--- config.mk ---
export PLATFORM = sky130hd
export DESIGN_NAME = lcd_bus_arbiter
export DESIGN_NICKNAME = d
export VERILOG_FILES = /design/src/rtl/lcd_bus_arbiter.sv
export SDC_FILE = /design/constraint.sdc
export NUM_CORES = 1
export LEC_CHECK = 0
export CORE_MARGIN = 5
export CORE_UTILIZATION = 50
export CTS_CLUSTER_SIZE = 28
export DETAILED_ROUTE_END_ITERATION = 6
export DONT_BUFFER_PORTS = 1
export HOLD_SLACK_MARGIN = 0.12
export RECOVER_POWER = 25
export SLEW_MARGIN = 20
export SYNTH_ARGS = -nofsm -noshare
export SYNTH_HDL_FRONTEND = slang
export SYNTH_SLANG_ARGS = --single-unit
--- constraint.sdc ---
create_clock -name clk -period 5.4 [get_ports clk]
set_input_delay 0.54 -clock clk [delete_from_list [all_inputs] [get_ports clk]]
set_output_delay 0.54 -clock clk [all_outputs]
set_load 0.01 [all_outputs]
--- src/rtl/lcd_bus_arbiter.sv ---
`default_nettype none
// ============================================================================
// lcd_bus_arbiter: two-port round-robin arbiter driving an HD44780-style LCD
// write bus, with power-up delay and built-in init command sequence.
// Revision: 1.0
// ============================================================================
module lcd_bus_arbiter #(
    parameter int SETUP_CYC      = 2,
    parameter int PULSE_CYC      = 3,
    parameter int HOLD_CYC       = 4,
    parameter int CLEAR_WAIT_CYC = 10,
    parameter int POWERUP_CYC    = 8
) (
    input  logic       clk,
    input  logic       reset,
    input  logic       req0,
    input  logic       req1,
    input  logic       rs0,
    input  logic       rs1,
    input  logic [7:0] data0,
    input  logic [7:0] data1,
    output logic       ack0,
    output logic       ack1,
    output logic       lcd_rs,
    output logic       lcd_rw,
    output logic       lcd_en,
    output logic [7:0] lcd_data,
    output logic       init_done,
    output logic       busy
);

    localparam int MAX_A = (SETUP_CYC > PULSE_CYC) ? SETUP_CYC : PULSE_CYC;
    localparam int MAX_B = (HOLD_CYC > CLEAR_WAIT_CYC) ? HOLD_CYC : CLEAR_WAIT_CYC;
    localparam int MAX_C = (MAX_A > MAX_B) ? MAX_A : MAX_B;
    localparam int MAXP  = (MAX_C > POWERUP_CYC) ? MAX_C : POWERUP_CYC;
    localparam int CW    = $clog2(MAXP + 1);

    localparam logic [CW-1:0] C_ONE       = CW'(1);
    localparam logic [CW-1:0] C_PWR_LAST  = CW'(POWERUP_CYC - 1);
    localparam logic [CW-1:0] C_SET_LAST  = CW'(SETUP_CYC - 1);
    localparam logic [CW-1:0] C_PUL_LAST  = CW'(PULSE_CYC - 1);
    localparam logic [CW-1:0] C_HOLD_LAST = CW'(HOLD_CYC - 1);
    localparam logic [CW-1:0] C_CLR_LAST  = CW'(CLEAR_WAIT_CYC - 1);

    typedef enum logic [2:0] {
        S_PWRUP = 3'd0,
        S_INIT  = 3'd1,
        S_IDLE  = 3'd2,
        S_SETUP = 3'd3,
        S_PULSE = 3'd4,
        S_HOLD  = 3'd5
    } state_t;

    state_t        state_q;
    logic [CW-1:0] cnt_q;
    logic [1:0]    init_idx_q;
    logic          ptr_q;
    logic          hold_long_q;

    logic          win1_d;
    logic          gnt_rs_d;
    logic [7:0]    gnt_data_d;
    logic [7:0]    init_byte_d;
    logic [CW-1:0] hold_last_d;

    function automatic logic is_clear(input logic rs, input logic [7:0] data);
        return !rs && (data == 8'h01 || data == 8'h02);
    endfunction

    // ptr_q holds the last granted port; a tie goes to the other one.
    assign win1_d     = req1 && (!req0 || !ptr_q);
    assign gnt_rs_d   = win1_d ? rs1 : rs0;
    assign gnt_data_d = win1_d ? data1 : data0;

    always_comb begin
        init_byte_d = 8'h01;
        case (init_idx_q)
            2'd0:    init_byte_d = 8'h38;
            2'd1:    init_byte_d = 8'h06;
            2'd2:    init_byte_d = 8'h0C;
            default: init_byte_d = 8'h01;
        endcase
    end

    assign hold_last_d = hold_long_q ? C_CLR_LAST : C_HOLD_LAST;
    assign lcd_rw      = 1'b0;

    always_ff @(posedge clk) begin
        if (reset) begin
            state_q     <= S_PWRUP;
            cnt_q       <= '0;
            init_idx_q  <= 2'd0;
            ptr_q       <= 1'b1;
            hold_long_q <= 1'b0;
            lcd_rs      <= 1'b0;
            lcd_data    <= 8'h00;
            lcd_en      <= 1'b0;
            ack0        <= 1'b0;
            ack1        <= 1'b0;
            init_done   <= 1'b0;
            busy        <= 1'b1;
        end else begin
            ack0 <= 1'b0;
            ack1 <= 1'b0;
            case (state_q)
                S_PWRUP: begin
                    if (cnt_q == C_PWR_LAST) begin
                        state_q <= S_INIT;
                        cnt_q   <= '0;
                    end else begin
                        cnt_q <= cnt_q + C_ONE;
                    end
                end
                S_INIT: begin
                    lcd_rs      <= 1'b0;
                    lcd_data    <= init_byte_d;
                    hold_long_q <= is_clear(1'b0, init_byte_d);
                    cnt_q       <= '0;
                    state_q     <= S_SETUP;
                end
                S_IDLE: begin
                    if (req0 || req1) begin
                        lcd_rs      <= gnt_rs_d;
                        lcd_data    <= gnt_data_d;
                        hold_long_q <= is_clear(gnt_rs_d, gnt_data_d);
                        ack0        <= !win1_d;
                        ack1        <= win1_d;
                        ptr_q       <= win1_d;
                        cnt_q       <= '0;
                        busy        <= 1'b1;
                        state_q     <= S_SETUP;
                    end
                end
                S_SETUP: begin
                    if (cnt_q == C_SET_LAST) begin
                        cnt_q   <= '0;
                        lcd_en  <= 1'b1;
                        state_q <= S_PULSE;
                    end else begin
                        cnt_q <= cnt_q + C_ONE;
                    end
                end
                S_PULSE: begin
                    if (cnt_q == C_PUL_LAST) begin
                        cnt_q   <= '0;
                        lcd_en  <= 1'b0;
                        state_q <= S_HOLD;
                    end else begin
                        cnt_q <= cnt_q + C_ONE;
                    end
                end
                S_HOLD: begin
                    if (cnt_q == hold_last_d) begin
                        cnt_q <= '0;
                        if (!init_done && init_idx_q != 2'd3) begin
                            init_idx_q <= init_idx_q + 2'd1;
                            state_q    <= S_INIT;
                        end else begin
                            init_done <= 1'b1;
                            busy      <= 1'b0;
                            state_q   <= S_IDLE;
                        end
                    end else begin
                        cnt_q <= cnt_q + C_ONE;
                    end
                end
                default: begin
                    state_q <= S_PWRUP;
                    cnt_q   <= '0;
                    busy    <= 1'b1;
                end
            endcase
        end
    end

endmodule
`default_nettype wire

* Word-level counts from Yosys, hierarchy flattened
Index checks and enable logic that the tools add are counted.
** Word-level totals
- Flip-flop bits (word level) :: 25
- Bits of input ports :: 22
- Output and inout port bits :: 15
- Word-level logic and storage cells :: 95
** Operators by class
- Add/subtract/negate cells :: 2
- Eq/ne operators :: 22
- Muxes and demuxes :: 30
- Bitwise operators :: 4
- Reduce and logical (&&, ||, !) cells :: 25
** Operators with widths (count)
- $mux 4 :: 6
- $pmux 4 s5 :: 1
- $pmux 3 s6 :: 1
- $pmux 6 s3 :: 1
- $eq 8x1->1 const B :: 2
- $eq 8x2->1 const B :: 2
- $mux 8 :: 2
- $pmux 8 s2 :: 1
- $mux 3 :: 5
- $ne 2x2->1 const B :: 7
- $reduce_and 3->1 :: 3
- $mux 1 :: 8
- $eq 3x2->1 const B :: 2
- $eq 3x3->1 const B :: 2
- $pmux 1 s2 :: 3
- $logic_not 1->1 :: 5
- $reduce_and 5->1 :: 1
- $add 4x1->4 const B :: 1
- $eq 4x1->1 const B :: 1
- $eq 4x2->1 const B :: 1
- $eq 4x3->1 const B :: 1
- $eq 4x4->1 :: 1
- $logic_or 1x1->1 :: 4
- $not 1->1 :: 4
- other kinds (14) :: 18

* Depth between registers and ports, before layout
Gate-level depths: netlist of the first run.
- Word-level depth :: 9
- Depth in mapped cells :: 7
- Mapped depth without buffers :: 7

* Worst setup path before layout of the first run
No wires, ideal clock.
- Path kind :: reg2reg
- Start point :: reg cnt_q[0]
- End point :: reg state_q[0]
- Setup time :: 88 ps
- Data arrival time :: 1727 ps
- Data required time :: 5312 ps
- Setup slack :: 3585 ps
- Cell stages (with the launch flop) :: 7
- Path buffers :: 0
- Clock period less this slack :: 1815 ps
- Path through :: dfxtp_1 ha_1 or3b_1 a32oi_2 o2111a_2 a21oi_2 a311oi_2
** On the way
- Cells in the longest elaborated chain, start to end :: 3
- Elaborated cells between the ends (all ways) :: 9
** RTL lines
- start: declaration :: RTL line 55 : logic [CW-1:0] cnt_q;
- start signal: assignment :: RTL line 111 : cnt_q <= cnt_q + C_ONE;
- start signal: assignment :: RTL line 140 : cnt_q <= cnt_q + C_ONE;
- start signal: assignment :: RTL line 149 : cnt_q <= cnt_q + C_ONE;
- $eq 4x3->1, or another cell as far along :: RTL line 107 : if (cnt_q == C_PWR_LAST) begin
- $ne 2x2->1 (no source line)
- $reduce_and 5->1 (no source line) *
- end signal: assignment :: RTL line 108 : state_q <= S_INIT;
- end signal: assignment :: RTL line 119 : state_q <= S_SETUP;
- end signal: assignment :: RTL line 131 : state_q <= S_SETUP;
- end: declaration :: RTL line 54 : state_t state_q;
Every way passes the cells marked *; elsewhere a longest branch is shown, timed or not.
A chain may end at the register's enable or synchronous reset.

* Final worst setup path of the first run
Same ends and word-level chain as after synthesis.

==> impl_metrics.py, run 1 <==
metrics = {
    "critical_path": {
        "r2r_slack_ns": 3.33,
        "worst-setup-path-type": "register to register",
        "cp_top_family": "compound AO/OA/AOI/OAI gates",
        "slowest_delay_ns": 0.47,
        "crit_required_ns": 5.66,
        "cp_max_fo": 6,
        "crit_chain": "ha_1 > or3b_1 > a32oi_2 > o2111a_2 > a21oi_2 > a311oi_2",
        "path_buf_inv": 0,
        "crit_arrival_ns": 2.33,
        "r2r_start": "cnt_q[0]",
        "start_kind": "register",
        "crit_path_end_kind": "register",
        "critPathLaunch": "cnt_q[0]",
        "cp_slowest_cell": "dfxtp_1",
    },
    "die": {
        "die_w_um": 64.6,
        "fp.coreArea_um2": 2810,
        "fp-row-count": 19,
        "die-area_um2": 4170,
        "chipHeight_um": 64.6,
        "io_pins": 37,
        "initial_core_util": 0.531,
    },
    "synthesis": {
        "ys_types": 48,
        "synth_edf_count": 0,
        "ys_dominant_reg_cell": "dfxtp_1",
        "synthesis.nets": 215,
        "synthCells": 186,
        "synth_seq_cells": 25,
        "syn_avg_cell_area_um2": 8.01,
        "postSynth.asyncResetShare": 0,
        "seq_area_frac_synth": 0.336,
        "synth_warnings": 0,
        "synth_area_um2": 1490,
    },
    "grt": {
        "grt-ovfl-total": 0,
        "grt_pass1_vias": 1370,
        "grt_max_degree": 23,
        "grt_util_all_layers": 0.180,
        "grt_first_pass_wirelength_um": 6040,
        "antenna_found_initial": 0,
    },
    "clocking": {
        "cts_tree": "yes",
        "path_clk_slew_ns": 0.15,
        "cts.path.max_buffers": 2,
        "cts_setup_buffers": 0,
        "insertion_delay_ns": 0.33,
        "clock_sinks": 25,
        "cts-root-buf": "clkbuf_4",
        "cts_resized": 0,
        "cts_hold_buf": 0,
        "h-tree-depth": 1,
        "numCtsBuffers": 3,
    },
    "timing": {
        "rsz0062_at_grt": "no",
        "maxSlewHeadroom": 0.540,
        "fmax_mhz": 482,
        "worst_slew_pin_slew_ns": 0.689,
        "fin_crit_sh": 0.384,
        "period_needed_ns": 2.07,
        "slew_violations": 0,
        "finalClockSkew_ns": 0.0112,
        "setup_viol": 0,
        "finalSetupTns_ns": 0,
        "hold_viol_final": 0,
    },
    "routing": {
        "drc_errors": 0,
        "vias": 1309,
        "routed_wl_um": 3540,
        "route.antenna.remaining_nets": 0,
        "viasPerCell": 6.20,
        "dr.pass1.iters": 7,
        "routedWlPerCell_um": 16.8,
        "drtIter0Drc": 156,
    },
    "placed_design": {
        "portBuffers": 0,
        "dp_cells": 207,
        "gp_congestion": 0.829,
        "dp_hpwl_um": 2640,
    },
    "power": {
        "power_per_cell_area_nw_per_um2": 322,
        "p_comb_frac": 0.320,
        "seqPwrFrac": 0.500,
        "p_total_mw": 0.490,
        "p_int_mw": 0.303,
        "swShare": 0.382,
        "p_leak_nw": 0.562,
        "vdd_drop_max_uv": 122,
        "clkPwrFrac": 0.180,
        "p_sw_mw": 0.187,
    },
    "finish": {
        "layout.nets": 210,
        "antenna_cells": 0,
        "final_cell_mix": "dfxtp_1, nor2_1, nand2_1",
        "final_common_cell": "dfxtp_1",
        "syn_to_final_growth_pct": 2.02,
        "drive_gt1_frac": 0.0778,
        "stdcell_count": 211,
    },
    "worst_hold_path": {
        "holdCritStartpoint": "reset",
        "hold_path.class": "input port to register",
    },
    "status": {
        "outcome": "finished clean",
    },
    "run": {
        "max_cap_viol_count": 0,
    },
}
==> through the flow <==
stage | hold WS, ns | setup WS (ns) | area [um^2] | utilization
2_1_floorplan | 0.491 | 3.59 | 1490 | -
3_3_place_gp | 0.505 | 3.15 | 1490 | 0.529
3_5_place_dp | 0.508 | 3.07 | 1490 | 0.529
4_1_cts | 0.241 | 3.04 | 1520 | 0.540
5_1_grt | 0.224 | 3.06 | 1520 | 0.542
6_report | 0.255 | 3.33 | 1520 | 0.542
==> worst paths after layout <==
path / depth (start not counted) / end
hold / removal: 1 / state_q[0]
setup / recovery: 6 / state_q[0]
hold reg to reg: 2 / hold_long_q
setup reg to reg: 6 / state_q[0]
==> flip-flops by register name, indices dropped and copies added (netlist names) <==
register,count
cnt_q,4
init_idx_q,2
lcd_en,1
ack0,1
init_done,1
state_q,3
ptr_q,1
lcd_data,8
ack1,1
hold_long_q,1
lcd_rs,1
busy,1
==> per-layer routing <==
layer  global-route usage  wire (um)  vias up  share of wire
met1                0.219       1530      606           0.43
met3               0.0380        245        4          0.069
met4               0.0871         36        0          0.010
met5                    0          0        -              0
met2                0.302       1730       44           0.49
li1                     -          -      655              -
==> Yosys cell counts (all sizes together) (2+ instances only) <==
library cell | instances | area (um^2)
or3b | 3 | 28.8
inv | 6 | 22.5
a21oi | 17 | 88.8
ha | 7 | 87.6
buf | 3 | 17.5
dfxtp | 25 | 500
clkbuf | 7 | 26.3
nand2 | 19 | 71.3
o21bai | 2 | 15.0
nand4 | 2 | 12.5
nor2b | 3 | 18.8
xor2 | 2 | 17.5
mux2i | 6 | 60.1
a31oi | 5 | 31.3
nand3b | 2 | 15.0
a32oi | 2 | 25.0
nand3 | 4 | 20.0
o21ai | 15 | 75.1
a311oi | 2 | 23.8
or2 | 2 | 12.5
nor2 | 24 | 90.1
nor3b | 2 | 15.0
o2bb2ai | 3 | 26.3
nor4 | 2 | 12.5
nor3 | 3 | 15.0
a211oi | 2 | 27.5
xnor2 | 2 | 17.5
==> area by class of cell <==
class | count | area (um^2)
Clock buffer | 3 | 22.5
Clock inverter | 1 | 7.51
Tap cell | 31 | 38.8
Fill cell | 275 | 1280
Sequential cell | 25 | 500
Multi-Input combinational cell | 145 | 928
Inverter | 6 | 22.5
==> logic make-up (layout without fill, tap and decap cells) <==
kind of cell	after synthesis	in the layout	synth area share
other	1	1	0.00252
and+or+nand+nor	70	70	0.229
AOI/OAI and AO/OA	57	57	0.265
muxes	6	6	0.0403
DFF	25	25	0.336
adders and majority gates	7	7	0.0588
xor gates and xnor gates	4	4	0.0235
buffers and inverters	16	10	0.0445
==> power groups by stage <==
stage	Clock [mW]	Sequential [mW]	Combinational (mW)
after floorplan	0	0.231	0.147
after global placement	0	0.247	0.153
after detailed placement	0	0.248	0.157
after CTS	0.0914	0.245	0.158
after global routing	0.0986	0.250	0.180
final	0.0881	0.245	0.157
Power figures use the tool's default switching activity.
==> run 2: changes to the inputs <==
--- a/config.mk
+++ b/config.mk
@@ -11,6 +11,7 @@
 export DETAILED_ROUTE_END_ITERATION = 6
 export DONT_BUFFER_PORTS = 1
 export HOLD_SLACK_MARGIN = 0.12
+export PLACE_DENSITY = 0.68
 export RECOVER_POWER = 25
 export SLEW_MARGIN = 20
 export SYNTH_ARGS = -nofsm -noshare
==> constraint.sdc (replaced) <==
create_clock -name clk -period 1.75 [get_ports clk]
set_input_delay 0.175 -clock clk [delete_from_list [all_inputs] [get_ports clk]]
set_output_delay 0.175 -clock clk [all_outputs]
set_load 0.01 [all_outputs]
==> run 2 against run 1 <==
The flow now finishes with violations (negative hold slack). Utilization rose by 10 points. Fmax up 19%. First-iteration DRC count down 40%. Final cell count increased by 14%. Critical path type unchanged.
==> impl_metrics.py, run 2 (same netlist as run 1, synthesis figures left out) <==
metrics = {
    "die": {
        "initial_core_util": 0.531,
        "io_pins": 37,
        "fp.coreArea_um2": 2810,
        "die-area_um2": 4170,
        "die_w_um": 64.6,
        "fp-row-count": 19,
        "chipHeight_um": 64.6,
    },
    "power": {
        "p_sw_mw": 0.676,
        "swShare": 0.377,
        "clkPwrFrac": 0.160,
        "p_int_mw": 1.12,
        "p_total_mw": 1.79,
        "p_leak_nw": 0.714,
        "p_comb_frac": 0.441,
        "seqPwrFrac": 0.399,
        "vdd_drop_max_uv": 478,
        "power_per_cell_area_nw_per_um2": 990,
    },
    "grt": {
        "grt_util_all_layers": 0.186,
        "grt_max_degree": 23,
        "antenna_found_initial": 0,
        "met3_usage": 0.0328,
        "grt_busiest_layer": "met2",
        "use_met2": 0.321,
        "grt_first_pass_wirelength_um": 6350,
        "grt_pass1_vias": 1427,
        "grt-ovfl-total": 0,
        "use_met1": 0.241,
    },
    "timing": {
        "worst_slew_pin_slew_ns": 0.527,
        "hold_viol_final": 19,
        "whs_ns": -0.119,
        "slew_violations": 0,
        "setup_ws_ns": 0.000990,
        "maxSlewHeadroom": 0.648,
        "setup_viol": 0,
        "rsz0062_at_grt": "yes",
        "fin_crit_sh": 0.999,
        "fmax_mhz": 572,
        "period_needed_ns": 1.75,
        "finalClockSkew_ns": 0.0121,
    },
    "routing": {
        "drc_errors": 0,
        "viasPerCell": 6.00,
        "dr.pass1.iters": 4,
        "routed_wl_um": 3900,
        "routedWlPerCell_um": 16.3,
        "drtIter0Drc": 94,
        "vias": 1439,
        "route.antenna.remaining_nets": 0,
    },
    "critical_path": {
        "crit_path_end_kind": "register",
        "reg2regPathDepth": 7,
        "r2r_slack_ns": 0.001,
        "start_kind": "register",
        "crit_arrival_ns": 2.02,
        "r2r-end": "state_q[0]",
        "worst-setup-path-type": "register to register",
        "r2r_start": "cnt_q[1]",
        "crit_required_ns": 2.02,
        "cp_max_fo": 4,
    },
    "placed_design": {
        "dp_cells": 228,
        "dp_hpwl_um": 2830,
        "gp_congestion": 0.905,
        "dp_slack_ns": -0.0419,
        "portBuffers": 0,
    },
    "clocking": {
        "cts-root-buf": "clkbuf_4",
        "cts.path.max_buffers": 2,
        "h-tree-depth": 1,
        "numCtsBuffers": 3,
        "path_clk_slew_ns": 0.16,
        "cts_tree": "yes",
        "insertion_delay_ns": 0.34,
        "cts_hold_buf": 7,
        "clock_sinks": 25,
    },
    "finish": {
        "stdcell_count": 240,
        "regArea_um2": 507,
        "layout.nets": 239,
        "multi_input_area_um2": 980,
        "drive_gt1_frac": 0.206,
        "largest_reg_flops": 8,
        "reg_top3": "lcd_data (8), cnt_q (4), state_q (3)",
        "top_register": "lcd_data",
        "fin_util": 0.646,
        "fillers": 253,
        "antenna_cells": 0,
        "syn_to_final_growth_pct": 21.6,
        "final_cell_mix": "nor2_1, dfxtp_1, buf_4",
        "final_common_cell": "nor2_1",
    },
    "worst_hold_path": {
        "hold_path.class": "input port to register",
        "hold_depth": 1,
        "whs_endpoint": "lcd_data[2]",
        "holdCritStartpoint": "reset",
    },
    "status": {
        "outcome": "complete, but fails checks",
        "failed_checks": "negative hold slack",
    },
    "run": {
        "max_cap_viol_count": 0,
    },
}
run 2: area by class of cell:
type,instances,share of cell area
clock buffer,3,0.0124
clock inverter,1,0.00345
inverter,6,0.0124
multi-input combinational,145,0.541
sequential,25,0.280
tap,31,0.0214
timing repair buffer,29,0.130
run 2: through the flow:
step           hold slack, ns  TNS [ns]  area [um^2]
2_1_floorplan           0.344         0         1510
3_3_place_gp            0.240         0         1660
3_5_place_dp            0.242   -0.0642         1660
4_1_cts                -0.130         0         1770
5_1_grt                -0.137    -0.253         1810
6_report               -0.119         0         1810
run 2: routing by layer:
metal / vias to the layer above / wire [um]
li1: 713 / -
met1: 678 / 1780
met2: 45 / 1870
met3: 3 / 232
met4: 0 / 27
met5: - / 0
run 2: power by group through the flow:
stage / clock network [mW] / registers (mW) / logic (mW)
after floorplan: 0 / 0.724 / 0.470
after global routing: 0.311 / 0.728 / 0.859
after global placement: 0 / 0.726 / 0.686
final: 0.287 / 0.716 / 0.791
after CTS: 0.293 / 0.717 / 0.745
after detailed placement: 0 / 0.730 / 0.707
run 2: what timing repair did:
| action | in CTS | in global routing |
|---|---|---|
| resized for setup | 1 | 5 |
| endpoints found under the setup margin | 3 | 11 |
| buffers inserted | 0 | 1 |
| hold endpoints to repair | 25 | 23 |
| pin swaps | 2 | 1 |
run 2: critical path, stage by stage (launching register included):
cell,delay [ns]
dfxtp_2,0.37
inv_2,0.06
ha_4,0.12
or3b_4,0.39
a32oi_4,0.22
o2111a_2,0.29
a21oi_2,0.07
a311oi_2,0.17
run 2: worst max-delay path by stage:
stage	cells past startpoint	to	from
4_1_cts	7	state_q[0]	cnt_q[1]
3_5_place_dp	7	state_q[0]	cnt_q[1]
6_report	7	state_q[0]	cnt_q[1]
5_1_grt	7	state_q[0]	cnt_q[1]
3_3_place_gp	7	state_q[0]	cnt_q[1]
2_1_floorplan	7	state_q[0]	cnt_q[1]
==> run 3: changes to the inputs <==
--- a/config.mk
+++ b/config.mk
@@ -13,6 +13,7 @@
 export HOLD_SLACK_MARGIN = 0.12
 export PLACE_DENSITY = 0.68
 export RECOVER_POWER = 25
+export SKIP_LAST_GASP = 1
 export SLEW_MARGIN = 20
 export SYNTH_ARGS = -nofsm -noshare
 export SYNTH_HDL_FRONTEND = slang
==> results of run 3 <==
Same layout as run 2: the final DEF is identical, and so are final timing and power.
